File: config.mk
export PLATFORM = sky130hd
export DESIGN_NAME = vend_sequencer
export DESIGN_NICKNAME = d
export VERILOG_FILES = /design/src/rtl/vend_sequencer.sv
export SDC_FILE = /design/constraint.sdc
export NUM_CORES = 1
export LEC_CHECK = 0
export ABC_AREA = 1
export CORE_MARGIN = 10
export CORE_UTILIZATION = 23
export DETAILED_ROUTE_END_ITERATION = 16
export PLACE_DENSITY_LB_ADDON = 0.3
export RECOVER_POWER = 50
export SLEW_MARGIN = 20
export SYNTH_ARGS = -nofsm -noshare
export SYNTH_HDL_FRONTEND = slang
export SYNTH_SLANG_ARGS = --single-unit
File: constraint.sdc
create_clock -name clk -period 3.8 [get_ports clk]
set_input_delay 1.14 -clock clk [delete_from_list [all_inputs] [get_ports clk]]
set_output_delay 1.14 -clock clk [all_outputs]
set_load 0.05 [all_outputs]
File: src/rtl/vend_sequencer.sv
// vend_sequencer: purchase controller for the seven-slot vending machine.
// Holds per-slot stock and sequences selection, confirmation, coin
// acceptance, dispense and change/refund. Keeps the revenue total.
// Optional feature macro: VEND_TIMEOUT_EN enables the payment inactivity
// timer; without it time_left reads 0, tick_1hz is ignored and PAY only
// exits by completion or cancel.
module vend_sequencer #(
   parameter int unsigned TIMEOUT_S  = 30,
   parameter int unsigned INIT_STOCK = 5
) (
   input  logic        clk,
   input  logic        rst,
   input  logic        tick_1hz,
   input  logic        sel_valid,
   input  logic [2:0]  sel_slot,
   input  logic [2:0]  sel_qty,
   input  logic        confirm,
   input  logic        cancel,
   input  logic        coin_valid,
   input  logic [2:0]  coin_val,
   input  logic        restock_valid,
   input  logic [2:0]  restock_slot,
   input  logic [2:0]  restock_qty,
   output logic [20:0] stock,
   output logic [2:0]  state,
   output logic [5:0]  due,
   output logic [5:0]  paid,
   output logic [5:0]  change,
   output logic [4:0]  time_left,
   output logic        dispense_valid,
   output logic [2:0]  dispense_slot,
   output logic [2:0]  dispense_qty,
   output logic        refund_valid,
   output logic        err_stock,
   output logic [9:0]  revenue
);

   localparam int unsigned SLOT_W = 3;
   localparam int unsigned AMT_W  = 6;
   localparam int unsigned TL_W   = 5;
   localparam int unsigned REV_W  = 10;
   localparam int unsigned NSLOT  = 7;
   localparam logic [TL_W-1:0]   TL_LOAD  = TL_W'(TIMEOUT_S);
   localparam logic [SLOT_W-1:0] STK_INIT = SLOT_W'(INIT_STOCK);
   localparam logic [REV_W-1:0]  REV_MAX  = '1;

   typedef enum logic [2:0] {
      ST_IDLE     = 3'd0,
      ST_SELECT   = 3'd1,
      ST_PAY      = 3'd2,
      ST_DISPENSE = 3'd3,
      ST_DONE     = 3'd4,
      ST_REFUND   = 3'd5
   } state_t;

   state_t              r_state, w_state_nx;
   logic [SLOT_W-1:0]   r_stock    [1:NSLOT];
   logic [SLOT_W-1:0]   w_stock_nx [1:NSLOT];
   logic [SLOT_W-1:0]   r_slot, w_slot_nx;
   logic [SLOT_W-1:0]   r_qty, w_qty_nx;
   logic [AMT_W-1:0]    r_due, w_due_nx;
   logic [AMT_W-1:0]    r_paid, w_paid_nx;
   logic [AMT_W-1:0]    r_change, w_change_nx;
   logic [REV_W-1:0]    r_revenue, w_revenue_nx;
   logic                r_disp_valid, w_disp_valid_nx;
   logic [SLOT_W-1:0]   r_disp_slot, w_disp_slot_nx;
   logic [SLOT_W-1:0]   r_disp_qty, w_disp_qty_nx;
   logic                r_refund, w_refund_nx;
   logic                r_err, w_err_nx;

   logic                w_coin_ok;
   logic                w_sel_ok;
   logic [AMT_W:0]      w_paid_sum;
   logic [SLOT_W-1:0]   w_cur_stock;
   logic [SLOT_W-1:0]   w_price;
   logic [SLOT_W:0]     w_restock_sum;
   logic [REV_W:0]      w_rev_sum;
   logic [20:0]         w_stock_flat;

`ifdef VEND_TIMEOUT_EN
   logic [TL_W-1:0]     r_time_left, w_tl_nx;
   logic                w_timeout;
`else
   logic                w_unused_tick;
`endif

   // Fixed price table indexed by slot number.
   function automatic logic [SLOT_W-1:0] price_of(input logic [SLOT_W-1:0] slot);
      case (slot)
         3'd1:    price_of = 3'd2;
         3'd2:    price_of = 3'd3;
         3'd3:    price_of = 3'd3;
         3'd4:    price_of = 3'd4;
         3'd5:    price_of = 3'd5;
         3'd6:    price_of = 3'd5;
         3'd7:    price_of = 3'd7;
         default: price_of = 3'd0;
      endcase
   endfunction

   // Input qualification and shared arithmetic.
   always_comb begin
      w_coin_ok   = coin_valid && (coin_val == 3'd1 || coin_val == 3'd2 || coin_val == 3'd5);
      w_sel_ok    = sel_valid && (sel_slot != 3'd0) && (sel_qty != 3'd0);
      w_paid_sum  = (AMT_W+1)'(r_paid) + (AMT_W+1)'(w_coin_ok ? coin_val : 3'd0);
      w_price     = price_of(r_slot);
      w_rev_sum   = (REV_W+1)'(r_revenue) + (REV_W+1)'(r_due);
      w_cur_stock = '0;
      for (int i = 1; i <= int'(NSLOT); i++) begin
         if (r_slot == SLOT_W'(i)) w_cur_stock = r_stock[i];
      end
   end

`ifdef VEND_TIMEOUT_EN
   // Timeout fires on the tick that would take time_left from 1 to 0; a coin wins.
   assign w_timeout = tick_1hz && (r_time_left == TL_W'(1)) && !w_coin_ok;
   assign time_left = r_time_left;
`else
   assign w_unused_tick = tick_1hz ^ (|TL_LOAD);
   assign time_left     = '0;
`endif

   // Next-state and next-output logic for the purchase flow.
   always_comb begin
      w_state_nx      = r_state;
      w_slot_nx       = r_slot;
      w_qty_nx        = r_qty;
      w_due_nx        = r_due;
      w_paid_nx       = r_paid;
      w_change_nx     = r_change;
      w_revenue_nx    = r_revenue;
      w_disp_valid_nx = 1'b0;
      w_disp_slot_nx  = r_disp_slot;
      w_disp_qty_nx   = r_disp_qty;
      w_refund_nx     = 1'b0;
      w_err_nx        = 1'b0;
      w_restock_sum   = '0;
      for (int i = 1; i <= int'(NSLOT); i++) w_stock_nx[i] = r_stock[i];
`ifdef VEND_TIMEOUT_EN
      w_tl_nx = r_time_left;
`endif

      case (r_state)
         ST_IDLE: begin
            if (w_sel_ok) begin
               w_slot_nx  = sel_slot;
               w_qty_nx   = sel_qty;
               w_state_nx = ST_SELECT;
            end
            if (restock_valid && restock_slot != 3'd0) begin
               for (int i = 1; i <= int'(NSLOT); i++) begin
                  if (restock_slot == SLOT_W'(i)) begin
                     w_restock_sum = (SLOT_W+1)'(r_stock[i]) + (SLOT_W+1)'(restock_qty);
                     w_stock_nx[i] = w_restock_sum[SLOT_W] ? 3'd7 : w_restock_sum[SLOT_W-1:0];
                  end
               end
            end
         end

         ST_SELECT: begin
            if (cancel) begin
               w_state_nx = ST_IDLE;
            end else if (confirm) begin
               if (r_qty > w_cur_stock) begin
                  w_err_nx   = 1'b1;
                  w_state_nx = ST_IDLE;
               end else begin
                  w_due_nx    = AMT_W'(w_price) * AMT_W'(r_qty);
                  w_paid_nx   = '0;
                  w_change_nx = '0;
                  w_state_nx  = ST_PAY;
`ifdef VEND_TIMEOUT_EN
                  w_tl_nx = TL_LOAD;
`endif
               end
            end else if (w_sel_ok) begin
               w_slot_nx = sel_slot;
               w_qty_nx  = sel_qty;
            end
         end

         ST_PAY: begin
            if (w_coin_ok) w_paid_nx = AMT_W'(w_paid_sum);
`ifdef VEND_TIMEOUT_EN
            if (w_coin_ok)                             w_tl_nx = TL_LOAD;
            else if (tick_1hz && r_time_left != '0)    w_tl_nx = r_time_left - TL_W'(1);
`endif
            if (cancel) begin
               w_change_nx = AMT_W'(w_paid_sum);
               w_refund_nx = 1'b1;
               w_state_nx  = ST_REFUND;
            end else if (w_coin_ok && w_paid_sum >= (AMT_W+1)'(r_due)) begin
               w_disp_valid_nx = 1'b1;
               w_disp_slot_nx  = r_slot;
               w_disp_qty_nx   = r_qty;
               w_state_nx      = ST_DISPENSE;
            end
`ifdef VEND_TIMEOUT_EN
            else if (w_timeout) begin
               w_change_nx = r_paid;
               w_refund_nx = 1'b1;
               w_state_nx  = ST_REFUND;
            end
`endif
         end

         ST_DISPENSE: begin
            for (int i = 1; i <= int'(NSLOT); i++) begin
               if (r_slot == SLOT_W'(i)) w_stock_nx[i] = r_stock[i] - r_qty;
            end
            w_revenue_nx = w_rev_sum[REV_W] ? REV_MAX : w_rev_sum[REV_W-1:0];
            w_change_nx  = r_paid - r_due;
            w_state_nx   = ST_DONE;
         end

         ST_DONE, ST_REFUND: begin
            if (confirm || cancel) begin
               w_due_nx    = '0;
               w_paid_nx   = '0;
               w_change_nx = '0;
               w_state_nx  = ST_IDLE;
            end
         end

         default: w_state_nx = ST_IDLE;
      endcase
   end

   // State and output registers with synchronous reset.
   always_ff @(posedge clk) begin
      if (rst) begin
         r_state      <= ST_IDLE;
         r_slot       <= '0;
         r_qty        <= '0;
         r_due        <= '0;
         r_paid       <= '0;
         r_change     <= '0;
         r_revenue    <= '0;
         r_disp_valid <= 1'b0;
         r_disp_slot  <= '0;
         r_disp_qty   <= '0;
         r_refund     <= 1'b0;
         r_err        <= 1'b0;
         for (int i = 1; i <= int'(NSLOT); i++) r_stock[i] <= STK_INIT;
      end else begin
         r_state      <= w_state_nx;
         r_slot       <= w_slot_nx;
         r_qty        <= w_qty_nx;
         r_due        <= w_due_nx;
         r_paid       <= w_paid_nx;
         r_change     <= w_change_nx;
         r_revenue    <= w_revenue_nx;
         r_disp_valid <= w_disp_valid_nx;
         r_disp_slot  <= w_disp_slot_nx;
         r_disp_qty   <= w_disp_qty_nx;
         r_refund     <= w_refund_nx;
         r_err        <= w_err_nx;
         for (int i = 1; i <= int'(NSLOT); i++) r_stock[i] <= w_stock_nx[i];
      end
   end

`ifdef VEND_TIMEOUT_EN
   // Inactivity timer register.
   always_ff @(posedge clk) begin
      if (rst) r_time_left <= '0;
      else     r_time_left <= w_tl_nx;
   end
`endif

   // Pack per-slot stock onto the flat display bus.
   always_comb begin
      w_stock_flat = '0;
      for (int i = 1; i <= int'(NSLOT); i++) w_stock_flat[3*i-3 +: 3] = r_stock[i];
   end

   assign stock          = w_stock_flat;
   assign state          = r_state;
   assign due            = r_due;
   assign paid           = r_paid;
   assign change         = r_change;
   assign revenue        = r_revenue;
   assign dispense_valid = r_disp_valid;
   assign dispense_slot  = r_disp_slot;
   assign dispense_qty   = r_disp_qty;
   assign refund_valid   = r_refund;
   assign err_stock      = r_err;

endmodule

==> results_dict.tcl <==
set metrics [dict create \
    drt-vias-per-instance 4.43 \
    yosys_warnings 0 \
    start_kind "primary input" \
    nNetsFinal 944 \
    drive_gt1_share_pct 9.65 \
    final_antenna_net_count 0 \
    initial_core_util_pct 23.2 \
    power_density_nw_per_um2 772 \
    wire_per_inst_um 14.7 \
    ios 89 \
    skew_ns 0.00789 \
    port_buffers 82 \
    async_flop_share_pct 0 \
    clockRootBuffer "clkbuf_16" \
    dp_hpwl_um 13000 \
    gp_congestion 0.828 \
    tns_ns 0 \
    end_kind "flip-flop" \
    drcViolationCount 0 \
    cap_viol_max_count 0 \
    areaGrowthSynthToFinish_pct 31.7 \
    synth_seq_cells 67 \
    crit_end "dispense_slot[1]$_SDFFE_PP0P_" \
    post-route-period-util_pct 96.7 \
    die_area_um2 30100 \
    p_comb_share_pct 61.2 \
    rrSetupSlack_ns 0.73 \
    slew_headroom_pct 58.8 \
    power.total_uw 5500 \
    p_leak_uw 0.00321 \
    synthDistinctLibCells 42 \
    placed_area_um2 6700 \
    drt-total-wl_um 17200 \
    grt_pass1_wl_um 27100 \
    clkTransAtPathRegs_ns 0.06 \
    hold_viol_final 0 \
    die_w_um 173 \
    diodes 0 \
    critical_path.max_fanout 6 \
    switching_power_uw 2780 \
    cp-startpoint "coin_val[2]" \
    fmax_mhz 272 \
    synth_area_um2 5410 \
    drv_slew 0 \
    worst-setup-path-type "primary input to flip-flop" \
    die_h_um 173 \
    rows 56 \
    clk_path_buf_depth 2 \
    grt_use_total_pct 11.2 \
    cts_tree "built" \
    min_period_ns 3.67 \
    run_status "finished clean" \
    tightestPinTransition_ns 0.617 \
    grt_max_degree 31 \
    synth_top_area_share_pct 24.8 \
    yosys.cell_count.top_type "nand2_1" \
    yosysTopAreaCell "dfxtp_1" \
    htreeDepth 3 \
    num_vias 5180 \
    antenna_found_initial 0 \
    switching_share_pct 50.5 \
    hp-class "flip-flop to flip-flop" \
    clock_power_share_pct 17.8 \
    grt_pass1_vias 4935 \
    timing.rr.start "r_slot[2]$_SDFFE_PP0P_" \
    syn_inst 745 \
    reg2reg_to "due[0]$_SDFFE_PP0P_" \
    holdPathStages 2 \
    synth_edf_count 0 \
    crit_required_ns 4.01 \
    ir_worst_vdd_v 0.000343 \
    clock_sinks 67 \
    power.internal_uw 2720 \
    synth.yosys.seq_area_share_pct 24.8 \
    synth_ff_type "dfxtp_1" \
    avgSynthCellArea_um2 7.27 \
    netlist_top_cells_area "dfxtp_1 25%, ha_1 13%, nand2_1 9.2%" \
    reg2regPathDepth 17 \
    design.core.area_um2 23300 \
    gr-total-overflow 0 \
    drt_iter0_markers 220 \
    whs_ns 0.466 \
    clk_latency_ns 0.34 \
    setup_viol 0 \
    arrival_ns 3.88 \
    final_area_um2 7130 \
    cts_buffers 9 \
    drt_first_pass_iters 4 \
    power_frac_seq_pct 21.0 \
    synth_commonest_cells "132 x nand2_1, 102 x inv_1, 71 x nor2_1" \
]
## metrics by stage
step                setup slack [ns]  std cells  util, %
floorplan                      0.232        749        -
global route                 -0.0297       1169     30.6
global placement              -0.341       1149     28.7
CTS                          0.00400       1164     30.2
detailed placement            -0.377       1149     28.7
finish                         0.127       1169     30.6
## cells by family after synthesis
kind of cell    share of synthesized area, %
simple gates                            24.2
compound gates                          17.8
buf+inv                                 9.82
fa+ha+maj                               20.0
flops                                   24.8
xor+xnor                                3.40
other cells                           0.0693
## flip-flops by register name, summed over array words and instances (netlist names)
name and cells:
due 6, revenue 10, dispense_slot 3, err_stock 1, paid 6, r_slot 3, dispense_qty 3, change 6
refund_valid 1, dispense_valid 1, state 3, r_qty 3, r_stock 21
## power by group through the flow
stage	Sequential (uW)	Combinational, uW	Clock, uW
after floorplan	1670	1810	0
after global placement	1190	3270	0
after detailed placement	1180	3300	0
after CTS	1170	3330	1010
after global routing	1200	3730	1040
final	1150	3370	980
## timing repair
action | 4_1_cts | 5_1_grt
pin swaps | 0 | 10
setup buffers | 0 | 5
hold buffers | 0 | 0
resized for setup | 1 | 19
endpoints found under the setup margin | 6 | 8
## metal layers
layer  part of all wire (%)  track usage, %  up-vias  wire, um
met3                    4.0            2.05       14       686
met1                     49            14.8     2393      8500
met4                    1.4            3.63        0       237
met5                      0               0        -         0
met2                     45            17.8       89      7800
li1                       -               -     2684         -
## worst max-delay path, stage by stage
cell and delay, ns:
clkdlybuf4s50_1 0.45, inv_1 0.05, buf_4 0.13, nor3_2 0.19, ha_1 0.29, nand2_1 0.10, inv_2 0.04, nor2_2 0.12
nor2_1 0.06, nor2_1 0.09, nor2_1 0.07, ha_1 0.32, a21o_1 0.21, a21oi_2 0.19, nand3_4 0.13, buf_6 0.15
nand4_1 0.09, a21oi_2 0.06
## final cells by class
cell class	instances	area (um^2)
clock buffers	9	225
clock inverters	6	115
fillers	2500	16200
inverters	111	417
multi-input cells	550	3600
flip-flops and latches	67	1340
well taps	319	399
repair buffers	107	1030
## how the worst min path moves through the flow
stage | start | endpoint
final | dispense_qty[2]$_SDFFE_PP0P_ | dispense_qty[2]$_SDFFE_PP0P_
after floorplan | r_slot[0]$_SDFFE_PP0P_ | r_slot[0]$_SDFFE_PP0P_
after global placement | dispense_slot[1]$_SDFFE_PP0P_ | dispense_slot[1]$_SDFFE_PP0P_
after global routing | dispense_qty[2]$_SDFFE_PP0P_ | dispense_qty[2]$_SDFFE_PP0P_
after CTS | dispense_qty[2]$_SDFFE_PP0P_ | dispense_qty[2]$_SDFFE_PP0P_
after detailed placement | dispense_slot[1]$_SDFFE_PP0P_ | dispense_slot[1]$_SDFFE_PP0P_
## placed cells by master (no fill, tap or decap), types with 2 or more instances in the layout
master           Yosys  layout
a211oi_1             5       6
nand3_4              0       2
a21oi_4              3       3
ha_1                56      55
clkinv_4             0       2
bufinv_16            0       3
dlymetal6s2s_1       0       3
nor3_1              11       9
nor3_4               5       5
a21o_1               3       3
fa_1                19      18
nand4_1             11      11
inv_2                8      12
a31oi_1              7       7
o311ai_1             7       7
a21oi_2              0       2
nand3_2              4       3
nor2_2               4       7
nor3b_1              8       8
nand2_1            132     132
o21ai_1             23      17
o21ai_0             40      46
dfxtp_1             67      67
a21oi_1             60      58
buf_4                7      23
nor2_1              71      68
clkdlybuf4s50_1      0      34
nand3_1             33      32
conb_1               1       5
dlygate4sd3_1        0      45
o211ai_1             8       8
inv_1              102      98
xnor2_1             13      13
clkbuf_16            0       9
xor2_1               8       8
o22ai_1              3       3
nor3_2               1       3
Power figures use the tool's default switching activity.
